## src/rtl/alu_pkg.sv

```systemverilog
// Shared definitions for the ALU request scheduler and its clients.
// Op codes, FSM states and common widths.
package alu_pkg;

  localparam int OP_W = 3;

  typedef enum logic [1:0] {
    ST_IDLE = 2'd0,
    ST_EXEC = 2'd1,
    ST_RESP = 2'd2
  } state_t;

  typedef enum logic [OP_W-1:0] {
    OP_ADD = 3'd0,
    OP_SUB = 3'd1,
    OP_AND = 3'd2,
    OP_OR  = 3'd3,
    OP_NOR = 3'd4,
    OP_XOR = 3'd5,
    OP_SHL = 3'd6,
    OP_SHR = 3'd7
  } op_t;

endpackage

```

## src/rtl/alu_req_scheduler_rr_pick.sv

```systemverilog
// Combinational round-robin picker: first valid requester
// at or after rr_ptr, wrapping modulo N_REQ.
module rr_pick
  import alu_pkg::*;
#(
  parameter int N_REQ = 4,
  parameter int ID_W  = 2
) (
  input  logic [N_REQ-1:0] req_valid,
  input  logic [ID_W-1:0]  rr_ptr,
  output logic [ID_W-1:0]  grant,
  output logic             any_valid
);

  int              idx;
  logic [ID_W-1:0] ix;

  always_comb begin
    grant     = '0;
    any_valid = 1'b0;
    idx       = 0;
    ix        = '0;
    for (int k = 0; k < N_REQ; k++) begin
      idx = int'(rr_ptr) + k;
      if (idx >= N_REQ) idx = idx - N_REQ;
      ix = ID_W'(idx);
      if (!any_valid && req_valid[ix]) begin
        any_valid = 1'b1;
        grant     = ix;
      end
    end
  end

endmodule

```

## src/rtl/alu_req_scheduler.sv

```systemverilog
// Shares one combinational ALU between N_REQ requesters.
// Round-robin grant, registered operands, held response.
module alu_req_scheduler
  import alu_pkg::*;
#(
  parameter int N_REQ = 4,
  parameter int WIDTH = 8,
  parameter int ID_W  = 2
) (
  input  logic                   clk,
  input  logic                   rst_n,
  input  logic [N_REQ-1:0]       req_valid,
  input  logic [3*N_REQ-1:0]     req_op,
  input  logic [WIDTH*N_REQ-1:0] req_a,
  input  logic [WIDTH*N_REQ-1:0] req_b,
  output logic [N_REQ-1:0]       req_ready,
  output logic [2:0]             alu_sel,
  output logic [WIDTH-1:0]       alu_a,
  output logic [WIDTH-1:0]       alu_b,
  input  logic [WIDTH-1:0]       alu_result,
  output logic                   rsp_valid,
  input  logic                   rsp_ready,
  output logic [ID_W-1:0]        rsp_id,
  output logic [WIDTH-1:0]       rsp_data,
  output logic                   busy
);

  state_t          state;
  logic [ID_W-1:0] rr_ptr;
  logic [ID_W-1:0] grant;
  logic [ID_W-1:0] id_r;
  logic            any_valid;

  logic [OP_W-1:0]  sel_op;
  logic [WIDTH-1:0] sel_a;
  logic [WIDTH-1:0] sel_b;

  rr_pick #(
    .N_REQ(N_REQ),
    .ID_W (ID_W)
  ) u_pick (
    .req_valid(req_valid),
    .rr_ptr   (rr_ptr),
    .grant    (grant),
    .any_valid(any_valid)
  );

  always_comb begin
    sel_op = '0;
    sel_a  = '0;
    sel_b  = '0;
    for (int i = 0; i < N_REQ; i++) begin
      if (ID_W'(i) == grant) begin
        sel_op = req_op[i*OP_W +: OP_W];
        sel_a  = req_a[i*WIDTH +: WIDTH];
        sel_b  = req_b[i*WIDTH +: WIDTH];
      end
    end
  end

  // Accept strobe is only offered from IDLE, never while in reset.
  always_comb begin
    req_ready = '0;
    if (rst_n && state == ST_IDLE && any_valid)
      req_ready[grant] = 1'b1;
  end

  assign rsp_valid = (state == ST_RESP);
  assign busy      = (state != ST_IDLE);

  // alu_sel/alu_a/alu_b double as the latched op/operand registers.
  always_ff @(posedge clk) begin
    if (!rst_n) begin
      state    <= ST_IDLE;
      rr_ptr   <= '0;
      id_r     <= '0;
      rsp_id   <= '0;
      rsp_data <= '0;
      alu_sel  <= '0;
      alu_a    <= '0;
      alu_b    <= '0;
    end else begin
      unique case (state)
        ST_IDLE: begin
          if (any_valid) begin
            alu_sel <= sel_op;
            alu_a   <= sel_a;
            alu_b   <= sel_b;
            id_r    <= grant;
            rr_ptr  <= (grant == ID_W'(N_REQ-1)) ? '0
                                                 : grant + 1'b1;
            state   <= ST_EXEC;
          end
        end
        ST_EXEC: begin
          rsp_data <= alu_result;
          rsp_id   <= id_r;
          state    <= ST_RESP;
        end
        ST_RESP: begin
          if (rsp_ready) state <= ST_IDLE;
        end
        default: state <= ST_IDLE;
      endcase
    end
  end

endmodule

```

## config.mk

```make
export PLATFORM = sky130hd
export DESIGN_NAME = alu_req_scheduler
export DESIGN_NICKNAME = d
export VERILOG_FILES = /design/src/rtl/alu_pkg.sv /design/src/rtl/alu_req_scheduler_rr_pick.sv /design/src/rtl/alu_req_scheduler.sv
export SDC_FILE = /design/constraint.sdc
export NUM_CORES = 1
export LEC_CHECK = 0
export BUFFER_PORTS_ARGS = -buffer_cell sky130_fd_sc_hd__buf_4
export CORE_ASPECT_RATIO = 1.75
export CORE_MARGIN = 5
export CORE_UTILIZATION = 35
export DETAILED_ROUTE_END_ITERATION = 12
export PLACE_DENSITY_LB_ADDON = 0.15
export SKIP_CTS_REPAIR_TIMING = 1
export SLEW_MARGIN = 20
export SYNTH_ARGS = -nofsm -noshare
export SYNTH_HDL_FRONTEND = slang
export SYNTH_SLANG_ARGS = --single-unit
export TNS_END_PERCENT = 30
```

## constraint.sdc

```tcl
create_clock -name clk -period 2.3 [get_ports clk]
set_clock_uncertainty 0.2 [all_clocks]
set_input_delay 0.46 -clock clk [delete_from_list [all_inputs] [get_ports clk]]
set_output_delay 0.46 -clock clk [all_outputs]
set_load 0.05 [all_outputs]
```

==> results of run 1 <==
-- stage by stage --
step | TNS (ns) | hold WS, ns
6_report | -0.477 | 0.231
5_1_grt | -0.845 | 0.237
4_1_cts | -1.12 | 0.218
3_5_place_dp | -2.49 | 0.257
3_3_place_gp | -1.79 | 0.249
2_1_floorplan | -0.201 | 0.241
-- layout by cell type, fill, tap and decap left out, types with 2 or more instances in the layout --
cell and instances:
a21oi_1 41, dfxtp_1 33, a21boi_0 11, and3_4 4, nand3_1 2, o21ai_1 11, a22oi_1 19, o21ai_0 22
inv_1 21, dfxtp_2 2, o21ai_2 7, nor2b_1 4, buf_8 3, ha_4 4, nand2_1 42, nand2b_1 2
a21oi_2 18, buf_6 3, clkbuf_8 7, buf_4 143
-- power breakdown --
group / switching, mW / total [mW] / leakage [nW] / internal (mW)
clock: 0.213 / 0.486 / 0.0515 / 0.273
combinational: 0.871 / 1.46 / 1.26 / 0.589
sequential: 0.0634 / 0.769 / 0.290 / 0.706
total: 1.15 / 2.72 / 1.60 / 1.57
-- area by class of cell --
cell class	count	area share [%]
Multi-Input combinational cell	199	37.5
Clock buffer	8	2.88
Timing Repair Buffer	150	33.8
Sequential cell	35	20.2
Inverter	24	2.77
Tap cell	78	2.81
-- critical path, delay by kind of cell (launching register included) --
kind	cells	cell delay (ns)
AOI/OAI and AO/OA	2	0.44
buffers and inverters	3	0.39
DFF	1	0.35
and+or+nand+nor	1	0.17
adders and majority gates	1	0.15
-- layer usage --
| layer | track usage [%] | share of wire, % |
|---|---|---|
| met5 | 0 | 0 |
| met4 | 7.84 | 2.8 |
| met3 | 5.61 | 8.5 |
| met2 | 32.3 | 52 |
| met1 | 16.7 | 36 |
-- kinds of logic (layout without fill, tap and decap cells) --
logic type	Yosys count	in the layout	share of synthesized area (%)
simple gates	58	58	12.2
flops	35	35	33.3
compound gates	137	137	42.1
fa+ha+maj	4	4	2.38
buf+inv	48	182	10.0
-- flip-flops by register name, summed over array words and instances, names as in the netlist --
register,flops
state,2
id_r,2
rr_ptr,2
alu_sel,3
alu_a,8
rsp_id,2
rsp_data,8
alu_b,8
-- worst paths after layout --
check                            from                  endpoint  slack, ns  depth (start not counted)
max            rr_ptr[0]$_SDFFE_PN0P_              req_ready[0]      -0.15                          7
min                     alu_result[0]  rsp_data[0]$_SDFFE_PN0N_       0.23                          3
max reg2reg    rr_ptr[0]$_SDFFE_PN0P_     alu_b[1]$_SDFFE_PN0P_       0.09                         10
min reg2reg  rsp_data[3]$_SDFFE_PN0N_  rsp_data[3]$_SDFFE_PN0N_       0.26                          2
==> metrics.txt, run 1 <==
Post-Synthesis Cells=between 200 and 300; GRT Total Usage=between 10% and 20%; syn_nets=approximately 380; synth top area cells=dfxtp_1, a21oi_1, nand2_1; post-synthesis cell type count=30; actual slew at the worst max-slew pin=0.387 ns; Hold WC Path Type=input pin to flip-flop; cell taking the most area after synthesis=dfxtp_1; Core Box Area=0.00588 mm²; crit path kind=flip-flop to primary output; worst skew pair latency=0.29 ns; CTS max path bufs=2; RSZ-0062 raised after global routing=yes; area post-placement=0.00319 mm²; DIE AREA=approximately 0.0077 mm²; # fillers=around 560; Final Setup Violations=4; Buffers on Ports=125; Synth-to-Final Area Change=64.9%; TritonCTS clock tree=yes; row count=37; failing checks=negative setup slack; Post-synth top cells=a21oi_1, nand2_1, dfxtp_1; io pins=approximately 130; most used cell along the critical path=buf_6; Setup crit end kind=primary output; vias per inst=between 4 and 5; Pwr Total=roughly 2.7 mW; Seq/Total Area, Yosys=around 33%; Post-synth top flop=dfxtp_1; Initial DRC Count=between 100 and 150; Crit-path slowest cell=a211o_4; WL final=7020 µm; minimum clock period after layout=around 2.4 ns; max cap viols=0; GP Congestion=0.783; Max Clock Freq=between 400 and 500 MHz; mean routed wirelength per cell=approximately 14 µm; H-tree depth=2; Yosys Warn Count=0; via count=~2,400; Syn Std Cell Area=between 0.002 and 0.0025 mm²; Slew Limit Fails=0; CTS buffer count=5; initial antenna violation count=0; FF+latch area=703 µm²; pre-CTS setup slack=-0.156 ns; fin crit share=106%; Clock Tree Root=clkbuf_8; Crit path arrival time=roughly 1.8 ns; max_slew headroom=approximately three quarters; DP HPWL=approximately 5500 µm; pin count of the biggest net entering global routing=31; Post-synth EDFFs=0; first drt pass iteration count=4; Die X=around 69 µm; register clock-pin slew on the reported worst setup and hold paths=about 0.07 ns; crit path max fanout=4; Final Util=roughly 60%; Post-DRT Antenna Nets=0; crit path cell chain=buf_6 > o22ai_4 > a211o_4 > buf_6 > ha_4 > and3_4 > buf_8; Worst path max stage delay=roughly 0.38 ns; cell area after layout=~0.0035 mm²; Yosys top cell area share=33.3%; WP data required=approximately 1.6 ns; Starting Density=35.8%; area of the multi-input gates=0.00130 mm²; Final Non-Filler Cells=494; DR DRC count=0; Power Density=slightly below 800 mW/mm²; status=complete, but fails checks; fin nets=between 500 and 600; Avg Inst Size Synth=7.47 µm²; Worst VDD drop=between 0.3 and 0.4 mV; vias in the first global route=between 2,000 and 2,500; number of synthesized register bits=35; CP Launch Type=flip-flop; share of cells above drive strength 1=roughly half; GRT overflow=0; total clock sinks=35; P_leak=1.60 nW; ANT cells=0; Setup WS post-layout=-0.148 ns; asr flop ratio synth=0%; global-route wire length before repair=10,300 µm; die height=about 110 µm; Inst Count DP=approximately 480; hold violation total from the final report=0
Note: power is estimated with default switching activity, not from simulation.
==> run 2, diff against run 1 <==
Settings changed: CELL_PAD_IN_SITES_DETAIL_PLACEMENT set to 1, CELL_PAD_IN_SITES_GLOBAL_PLACEMENT set to 1, CORE_ASPECT_RATIO 1.75 to 0.5, CORE_UTILIZATION 35 to 26.
==> metrics.txt, run 2 (synthesized netlist as in run 1, its figures left out) <==
status=complete, but fails checks; failing checks=negative setup slack; pre-CTS setup slack=-0.324 ns; CTS buffer count=5; WP data required=1.64 ns; Int Pwr=about 1.8 mW; Final Setup Violations=4; actual slew at the worst max-slew pin=0.735 ns; Setup crit end kind=primary output; GRT Total Usage=about 16%; vias in the first global route=between 2,000 and 3,000; WL final=8150 µm; Final Non-Filler Cells=~530; Die X=around 140 µm; Pwr Total=approximately 3 mW; register clock-pin slew on the reported worst setup and hold paths=~0.060 ns; Inst Count DP=approximately 520; initial antenna violation count=0; fin crit share=104%; Clock Power Share=roughly 25%; max cap viols=0; Starting Density=26.5%; Worst VDD drop=about 0.3 mV; GRT overflow=0; DR DRC count=0; minimum clock period after layout=2.40 ns; io pins=~130; Critical R2R Launch=rr_ptr[0]$_SDFFE_PN0P_; max_slew headroom=about half; global-route wire length before repair=around 12,000 µm; DP HPWL=6500 µm; row count=23; P_leak=~1.6 nW; ANT cells=0; pin count of the biggest net entering global routing=39; Max Clock Freq=approximately 420 MHz; share of cells above drive strength 1=between 40% and 50%; GP Congestion=0.899; CTS max path bufs=2; Initial DRC Count=88; Post-DRT Antenna Nets=0; Sw Share=40.6%; area post-placement=~0.0033 mm²; sequential share of power=about 25%; most frequent cells in the layout=buf_4, nand2_1, a21oi_1; RSZ-0062 raised after global routing=yes; Clock Tree Root=clkbuf_16; cell area after layout=about 0.0036 mm²; Power Density=849 mW/mm²; fin nets=509; worst skew pair latency=around 0.28 ns; via count=between 2,000 and 2,500; Core Box Area=0.00794 mm²; mean routed wirelength per cell=~15 µm; hold_ws=roughly 0.23 ns; commonest non-fill, non-tap cell in the layout=buf_4; DIE AREA=between 0.01 and 0.015 mm²; total clock sinks=35; top flop regs=alu_a: 8 flops, alu_b: 8 flops, rsp_data: 8 flops; Synth-to-Final Area Change=70.9%; Hold WC Path Type=input pin to flip-flop; TritonCTS clock tree=yes; worst setup path startpoint=rr_ptr[0]$_SDFFE_PN0P_; crit path max fanout=4; die height=~74 µm; CP Launch Type=flip-flop; vias per inst=4.65; Slew Limit Fails=0; Buffers on Ports=125; first drt pass iteration count=4; Logic pwr share=between 40 and 50%; H-tree depth=2; Worst Min Path Start=alu_result[5]; Setup WS post-layout=-0.102 ns; Crit path arrival time=approximately 1.7 ns; crit path kind=flip-flop to primary output; hold violation total from the final report=0; switching power total=about 1.2 mW
==> run 2: changes by cell type in the layout (fill, tap and decap cells not counted), sizes merged <==
cell    delta
buf        -1
bufinv     +1
clkbuf     -3
clkinv     +2
==> run 2: worst paths after layout <==
| path | end | slack, ns | depth (start not counted) |
|---|---|---|---|
| worst max-delay path | req_ready[1] | -0.10 | 7 |
| worst min-delay path | rsp_data[5]$_SDFFE_PN0N_ | 0.23 | 3 |
| worst max register to register | alu_b[1]$_SDFFE_PN0P_ | 0.12 | 10 |
| worst min register to register | rsp_data[4]$_SDFFE_PN0N_ | 0.27 | 2 |
==> run 2: per-stage QoR <==
stage          util (%)  setup TNS (ns)
5_1_grt            45.3          -0.589
6_report           45.3          -0.318
4_1_cts            43.1           -2.84
3_3_place_gp       41.0           -2.97
2_1_floorplan         -          -0.201
3_5_place_dp       41.0           -5.33
==> run 2: worst max-delay path, cell delays in order, from the launching register on <==
cell	delay [ns]
dfxtp_2	0.34
buf_6	0.11
o22ai_2	0.07
a211o_4	0.38
inv_4	0.09
ha_4	0.14
and3_4	0.19
buf_8	0.14
==> run 2: metal layers <==
layer | GRT usage [%] | up-vias | share of wire [%]
li1 | - | 1242 | -
met1 | 17.7 | 1122 | 42
met2 | 27.3 | 77 | 50
met3 | 6.16 | 8 | 7.4
met4 | 5.09 | 0 | 1.4
met5 | 0 | - | 0
==> run 2: power by group through the flow <==
stage	Combinational, mW	Clock [mW]	Sequential, mW
6_report	1.51	0.774	0.769
3_3_place_gp	1.39	0	0.774
3_5_place_dp	1.42	0	0.779
5_1_grt	1.65	0.817	0.782
4_1_cts	1.42	0.794	0.767
2_1_floorplan	0.656	0	1.05
==> run 2: cell type report <==
type | count | area, µm²
tap | 112 | 140
inverter | 24 | 96.3
fill | 982 | 4340
sequential | 35 | 703
clock buffer | 5 | 125
multi-input combinational | 199 | 1320
timing repair buffer | 149 | 1170
clock inverter | 3 | 43.8
==> run 3, diff against run 2 <==
Settings changed: MAX_ROUTING_LAYER set to met4.
==> metrics.txt, run 3 (synthesized netlist as in run 1, its figures left out) <==
crit path max fanout=4; Final Util=between 40 and 50%; mean routed wirelength per cell=15.5 µm; status=complete, but fails checks; ANT cells=0; row count=23; Reg2Reg Setup Slack=~0.11 ns; Crit path arrival time=~1.7 ns; sequential share of power=25.2%; GRT overflow=0; DP HPWL=about 6500 µm; RSZ-0062 raised after global routing=yes; top flop regs=alu_a: 8 flops, alu_b: 8 flops, rsp_data: 8 flops; Buffers on Ports=125; Synth-to-Final Area Change=70.9%; crit path kind=flip-flop to primary output; fin nets=509; Worst VDD drop=about 0.31 mV; Power Density=approximately 850 mW/mm²; Final Non-Filler Cells=~530; most frequent cells in the layout=buf_4, nand2_1, a21oi_1; TritonCTS clock tree=yes; failing checks=negative setup slack; Critical R2R Launch=rr_ptr[0]$_SDFFE_PN0P_; minimum clock period after layout=between 2 and 2.5 ns; share of cells above drive strength 1=approximately half; crit path cell chain=buf_6 > o22ai_2 > a211o_4 > inv_4 > ha_4 > and3_4 > buf_8; actual slew at the worst max-slew pin=about 0.74 ns; vias per inst=~4.7; Crit-path slowest cell=a211o_4; Final Setup Violations=4; worst setup path startpoint=rr_ptr[0]$_SDFFE_PN0P_; Core Box Area=around 0.0079 mm²; WL final=about 8200 µm; GRT Total Usage=between 10% and 20%; Clock Tree Root=clkbuf_16; CTS max path bufs=2; commonest non-fill, non-tap cell in the layout=buf_4; Starting Density=a little over a quarter; CP Launch Type=flip-flop; vias in the first global route=2,568; CTS buffer count=5; register clock-pin slew on the reported worst setup and hold paths=0.06 ns; Slew Limit Fails=0; cell area after layout=~0.0036 mm²; max_slew headroom=between 50% and 60%; switching power total=1.24 mW; Inst Count DP=516; Setup WS post-layout=-0.102 ns; worst skew pair latency=about 0.28 ns; first drt pass iteration count=6; Worst path max stage delay=~0.38 ns; Hold WC Path Type=input pin to flip-flop; Initial DRC Count=91; fin crit share=104%; Clock Power Share=25.4%; total clock sinks=35; R2R depth=10; initial antenna violation count=0; CP bufs+invs=3; max cap viols=0; area post-placement=roughly 0.0033 mm²; WP data required=roughly 1.6 ns; Hold EP=rsp_data[5]$_SDFFE_PN0N_; H-tree depth=2; DR DRC count=0; Post-DRT Antenna Nets=0; pin count of the biggest net entering global routing=39; Worst Min Path Start=alu_result[5]; Die X=roughly 140 µm; Int Pwr=around 1.8 mW; Top delay family on crit path=compound AO/OA/AOI/OAI gates; P_leak=between 1.5 and 2 nW; Sw Share=between 40% and 50%; via count=2,457; Logic pwr share=between 40% and 50%; io pins=126; hold path depth=3; Setup crit end kind=primary output; hold violation total from the final report=0; reg2reg end=alu_b[1]$_SDFFE_PN0P_; GP Congestion=approximately 0.91; global-route wire length before repair=~12,000 µm; die height=roughly 74 µm; DIE AREA=about 0.01 mm²; Max Clock Freq=between 400 and 500 MHz
run 3: area by class of cell:
cell class / instances / area, µm²
Clock buffer: 5 / 125
Clock inverter: 3 / 43.8
Fill cell: 982 / 4340
Inverter: 24 / 96.3
Multi-Input combinational cell: 199 / 1320
Sequential cell: 35 / 703
Tap cell: 112 / 140
Timing Repair Buffer: 149 / 1170
run 3: metal layers:
layer	global-route usage [%]	wire length [µm]	vias to the layer above
li1	-	-	1243
met1	18.1	3410	1135
met2	27.4	4070	71
met3	5.34	562	8
met5	-	0	-
met4	5.09	112	0
run 3: power by group through the flow:
| stage | sequential, mW | clock (mW) | combinational (mW) |
|---|---|---|---|
| after floorplan | 1.05 | 0 | 0.656 |
| after global placement | 0.774 | 0 | 1.39 |
| after detailed placement | 0.779 | 0 | 1.42 |
| after CTS | 0.767 | 0.794 | 1.42 |
| after global routing | 0.782 | 0.817 | 1.65 |
| final | 0.768 | 0.774 | 1.51 |
run 3: worst max-delay path by stage:
stage	endpoint	slack, ns	cells after the start
after floorplan	req_ready[0]	-0.07	6
after global placement	alu_b[4]$_SDFFE_PN0P_	-0.16	11
after detailed placement	alu_a[1]$_SDFFE_PN0P_	-0.32	11
after CTS	req_ready[2]	-0.37	7
after global routing	req_ready[2]	-0.15	7
final	req_ready[1]	-0.10	7
run 3: per-stage QoR:
stage                     setup slack, ns  hold WS [ns]  TNS [ns]  power, mW
after floorplan                   -0.0746         0.241    -0.201       1.71
after global placement             -0.160         0.253     -2.97       2.16
after detailed placement           -0.324         0.263     -5.33       2.20
after CTS                          -0.374         0.231     -2.84       2.99
after global routing               -0.154         0.247    -0.587       3.24
final                              -0.102         0.234    -0.317       3.05
run 3: tightest hold or removal path: cells and delay by family:
| family | cells | cell delay [ns] |
|---|---|---|
| AO/OA/AOI/OAI | 1 | 0.06 |
| buffers and inverters | 1 | 0.11 |
| AND/OR/NAND/NOR | 1 | 0.04 |
